[src/rtl/cond_unit_it.sv]
// Conditional-execution unit: ARM condition decode over banked NZCV flags, with
// a Thumb-style IT block sequencer that overrides the per-instruction condition.
module cond_unit_it #(
  parameter int unsigned NBANK = 2,
  parameter int unsigned BW    = (NBANK > 1) ? $clog2(NBANK) : 1
) (
  input  logic          clk,
  input  logic          reset,
  input  logic          Valid,
  input  logic          Stall,
  input  logic          Flush,
  input  logic [BW-1:0] Bank,
  input  logic [3:0]    Cond,
  input  logic [3:0]    ALUFlags,
  input  logic [1:0]    FlagW,
  input  logic          PCS,
  input  logic          RegW,
  input  logic          MemW,
  input  logic          ItStart,
  input  logic [3:0]    ItCond,
  input  logic [2:0]    ItLen,
  input  logic [3:0]    ItThen,
  output logic          PCSrc,
  output logic          RegWrite,
  output logic          MemWrite,
  output logic          CondEx,
  output logic [3:0]    Flags,
  output logic          ItActive,
  output logic          ItErr
);

  typedef enum logic {StIdle, StActive} state_e;

  localparam logic [BW:0] NBankW = NBANK[BW:0];

  state_e      state_q, state_d;
  logic [1:0]  idx_q, idx_d;
  logic [2:0]  rem_q, rem_d;
  logic [3:0]  it_cond_q, it_cond_d;
  logic [3:0]  it_then_q, it_then_d;
  logic        err_q, err_d;
  logic [3:0]  bank_q [NBANK];
  logic [3:0]  bank_d [NBANK];

  logic          go, active, opener, len_ok, cond_ok, exec;
  logic [BW-1:0] bank_sel;
  logic [3:0]    eff_cond, flags_sel;

  // Low bit of the condition inverts the base test; 111x gives AL / never.
  function automatic logic cond_pass(input logic [3:0] c, input logic [3:0] f);
    logic n, z, cf, v, base;
    {n, z, cf, v} = f;
    case (c[3:1])
      3'd0:    base = z;
      3'd1:    base = cf;
      3'd2:    base = n;
      3'd3:    base = v;
      3'd4:    base = cf & ~z;
      3'd5:    base = (n == v);
      3'd6:    base = ~z & (n == v);
      default: base = 1'b1;
    endcase
    return base ^ c[0];
  endfunction

  always_comb begin
    bank_sel  = ({1'b0, Bank} < NBankW) ? Bank : '0;
    flags_sel = bank_q[bank_sel];
    go        = reset & Valid & ~Stall & ~Flush;
    active    = (state_q == StActive);
    opener    = go & ItStart & ~active;
    len_ok    = (ItLen != 3'd0) && (ItLen <= 3'd4);

    eff_cond = Cond;
    if (active) begin
      if (it_then_q[idx_q] || it_cond_q == 4'hE) begin
        eff_cond = it_cond_q;
      end else begin
        eff_cond = {it_cond_q[3:1], ~it_cond_q[0]};
      end
    end

    cond_ok  = cond_pass(eff_cond, flags_sel);
    // The IT instruction itself always "passes" but never writes anything.
    CondEx   = go & (opener | cond_ok);
    exec     = CondEx & ~opener;
    PCSrc    = PCS & exec;
    RegWrite = RegW & exec;
    MemWrite = MemW & exec;
    Flags    = flags_sel;
    ItActive = active;
    ItErr    = err_q;
  end

  always_comb begin
    state_d   = state_q;
    idx_d     = idx_q;
    rem_d     = rem_q;
    it_cond_d = it_cond_q;
    it_then_d = it_then_q;
    err_d     = go & ItStart & (active | ~len_ok);
    bank_d    = bank_q;

    if (Flush) begin
      state_d = StIdle;
      idx_d   = '0;
      rem_d   = '0;
    end else if (go) begin
      if (active) begin
        idx_d = idx_q + 2'd1;
        rem_d = rem_q - 3'd1;
        if (rem_q == 3'd1 || PCSrc) begin
          state_d = StIdle;
        end
      end else if (opener && len_ok) begin
        state_d   = StActive;
        idx_d     = '0;
        rem_d     = ItLen;
        it_cond_d = ItCond;
        it_then_d = ItThen;
      end
    end

    for (int unsigned i = 0; i < NBANK; i++) begin
      if (exec && bank_sel == i[BW-1:0]) begin
        if (FlagW[1]) bank_d[i][3:2] = ALUFlags[3:2];
        if (FlagW[0]) bank_d[i][1:0] = ALUFlags[1:0];
      end
    end
  end

  always_ff @(posedge clk or negedge reset) begin
    if (!reset) begin
      state_q   <= StIdle;
      idx_q     <= '0;
      rem_q     <= '0;
      it_cond_q <= '0;
      it_then_q <= '0;
      err_q     <= 1'b0;
      for (int unsigned i = 0; i < NBANK; i++) begin
        bank_q[i] <= '0;
      end
    end else begin
      state_q   <= state_d;
      idx_q     <= idx_d;
      rem_q     <= rem_d;
      it_cond_q <= it_cond_d;
      it_then_q <= it_then_d;
      err_q     <= err_d;
      for (int unsigned i = 0; i < NBANK; i++) begin
        bank_q[i] <= bank_d[i];
      end
    end
  end

endmodule

[config.mk]
export PLATFORM = sky130hd
export DESIGN_NAME = cond_unit_it
export DESIGN_NICKNAME = d
export VERILOG_FILES = /design/src/rtl/cond_unit_it.sv
export SDC_FILE = /design/constraint.sdc
export NUM_CORES = 1
export LEC_CHECK = 0
export ABC_CLOCK_PERIOD_IN_PS = 2640
export BUFFER_PORTS_ARGS = -buffer_cell sky130_fd_sc_hd__buf_2
export CORE_ASPECT_RATIO = 1.25
export CORE_MARGIN = 4
export CORE_UTILIZATION = 51
export CTS_CLUSTER_SIZE = 10
export DETAILED_ROUTE_END_ITERATION = 10
export PLACE_DENSITY = 0.9
export SLEW_MARGIN = 20
export SYNTH_ARGS = -nofsm -noshare
export SYNTH_HDL_FRONTEND = slang
export SYNTH_SLANG_ARGS = --single-unit
[constraint.sdc]
create_clock -name clk -period 2.64 [get_ports clk]
set_input_delay 0.396 -clock clk [delete_from_list [all_inputs] [get_ports clk]]
set_output_delay 0.396 -clock clk [all_outputs]
set_load 0.1 [all_outputs]
==> flow_summary.ini <==
[cts]
clk_latency_ns = 0.31
cts_buffers = 3
clk_pin_slew_ns = 0.13
cts_sinks = 23
cts_htree_levels = 1
clock-root-buffer = clkbuf_4
clockBufferDepth = 2
cts_tree = yes

[timing]
tightest_slew_ns = 0.491
maxSlewHeadroom_pct = 67.5
rsz0062_at_grt = yes
fmax_mhz = 355
final-setup-viol-count = 4
worst_slack_ns = -0.174
maxSlewViolCount = 0
fin_crit_ns = 2.81
period_share_pct = 107
final.setup_skew_ns = 0.000932
hold_viol = 0

[global_route]
grt_pass1_wl_mm = 5.95
grt.total_usage_pct = 22.4
antenna_found_initial = 0
grt_pass1_vias = 1365
gr-total-overflow = 0
grt_start_max_net_pins = 24

[placed_design]
place_hpwl_mm = 2.91
dp.cells = 225
numPortBuffers = 40
place_congestion = 0.937

[route]
wl_mm = 3.73
drc_errors = 0
first_iter_violations = 36
wl_met2_mm = 2.03
top_layer_used = met4
num_vias = 1290
ant_nets = 0
wl_met1_mm = 1.36
wl_per_cell_um = 15.9
drt-vias-per-instance = 5.51
wl_met3_um = 219
drt_first_pass_iters = 5

[critical_path]
cp-start-kind = register
crit_path_max_incr_delay_ns = 0.53
crit_family = multiplexers
slowest_stage = dfrtp_4
path_buf_inv = 1
cp_cell_sequence = mux2i_4 > mux2_4 > mux2_4 > mux2i_4 > xnor2_4 > nor3b_4 > buf_12
crit_arrival_ns = 2.42
cp.required_ns = 2.24
setup.worst_path.class = reg2out
path_max_fanout = 5
critPathCaptureType = output port

[outcome]
violations = negative setup slack
status = finished with violations

[floorplanning]
dieArea_um2 = 3690
start_util_pct = 52.8
io-pin-count = 41
die-height_um = 66.9
std_cell_rows = 21
core_area_um2 = 2680
die_w_um = 55.1

[synth]
synth_top_flop_cell = dfrtp_1
yosys_warnings = 0
syn_nets = 180
synthesis.area_um2 = 1420
syn_area_per_cell_um2 = 9.64
synthDistinctLibCells = 36
syn_inst = 147
synthArstFlopShare_pct = 100
ys_seq_area_share_pct = 40.6
ys_ff_latch = 23
synth_edf_count = 0

[power]
power_density_nw_per_um2 = 464
vdd_drop_max_mv = 0.492
leakagePower_nw = 0.965

[layout]
finish.net_count = 234
final_cells = 234
final_util_pct = 71.9
n_antenna_cell = 0
area_growth_pct = 36.1
drive_gt1_share_pct = 41.5
final.fill_count = 190

[hold_path]
min_path_type = in2async

[flow_run]
drv_cap = 0
==> synthesized netlist by cell type, types with 3 or more instances <==
| library cell | n | area (um^2) |
|---|---|---|
| inv_1 | 6 | 22.5 |
| nand3b_1 | 3 | 22.5 |
| a21oi_1 | 11 | 55.1 |
| mux2i_1 | 11 | 110 |
| mux2_2 | 12 | 135 |
| nor3b_1 | 3 | 22.5 |
| xor2_1 | 3 | 26.3 |
| xnor2_1 | 3 | 26.3 |
| dfrtp_1 | 23 | 576 |
| nand2_1 | 26 | 97.6 |
| nor2_1 | 15 | 56.3 |
==> power by group <==
part	leakage, nW	internal [mW]	total, mW	switching [mW]
combinational	0.640	0.130	0.306	0.175
sequential	0.308	0.390	0.423	0.0327
clock	0.0177	0.0567	0.166	0.109
total	0.965	0.577	0.894	0.317
==> layout make-up <==
type,instances,area (um^2),area share [%]
Timing Repair Buffer,53,358,18.6
Multi-Input combinational cell,114,898,46.6
Clock buffer,3,22.5,1.17
Tap cell,34,42.5,2.21
Clock inverter,1,5.00,0.260
Inverter,6,22.5,1.17
Sequential cell,23,579,30.0
==> registers in the layout, summed over array words and instances, names as in the netlist <==
signal and cells:
bank_q 8, it_then_q 4, rem_q 3, ItErr 1, idx_q 2, it_cond_q 4
ItActive 1
==> cells by family after synthesis <==
| family | Yosys count | share of synthesized area, % |
|---|---|---|
| and+or+nand+nor | 57 | 19.1 |
| muxes | 26 | 21.5 |
| AOI/OAI and AO/OA | 23 | 10.3 |
| DFF | 23 | 40.6 |
| buffers and inverters | 10 | 3.00 |
| xor gates and xnor gates | 6 | 3.71 |
| adders and majority gates | 2 | 1.77 |
==> path summary, 6_finish.rpt <==
kind	start	endpoint	slack [ns]	cells past startpoint
max	ItActive	RegWrite	-0.17	7
min	reset	it_then_q[3]	0.10	2
max reg2reg	ItActive	bank_q[0]	0.09	8
min reg2reg	it_then_q[0]	it_then_q[0]	0.49	2
max in group asynchronous	reset	ItActive	2.28	2
min in group clk	Flush	rem_q[0]	0.27	2
==> layout by cell type, fill, tap and decap left out, types with 2 or more instances in the layout <==
cell type   n
buf_2      36
nand2_1    26
dfrtp_1    22
nor2_1     15
buf_4      13
mux2_2     10
a21oi_1    10
mux2i_1     8
inv_1       6
buf_12      4
mux2i_4     3
xor2_1      3
nand3b_1    3
nor3b_4     3
clkbuf_4    3
xnor2_1     2
mux2_4      2
nand2b_1    2
a22o_1      2
o21ai_0     2
mux2i_2     2
nand3_1     2
ha_1        2
==> layer usage <==
metal / GRT usage (%) / vias up
li1: - / 618
met1: 24.5 / 614
met2: 40.4 / 46
met3: 2.91 / 12
met4: 11.2 / 0
met5: 0 / -
==> through the flow <==
stage                     instance area, um^2  hold WS, ns  setup TNS [ns]  power [mW]  setup slack, ns
final                                    1930        0.101          -0.616       0.894           -0.174
after global routing                     1930        0.104           -1.05       0.941           -0.293
after CTS                                1900       0.0894          -0.697       0.886           -0.187
after detailed placement                 1840        0.453               0       0.698            0.117
after global placement                   1840        0.441               0       0.683            0.190
after floorplan                          1500        0.100           -2.98       0.615           -0.728
==> what timing repair did <==
item	in CTS	in global routing
resized for setup	1	3
setup buffers	3	2
endpoints found under the setup margin	4	8
hold buffers	0	0
Power figures use the tool's default switching activity.
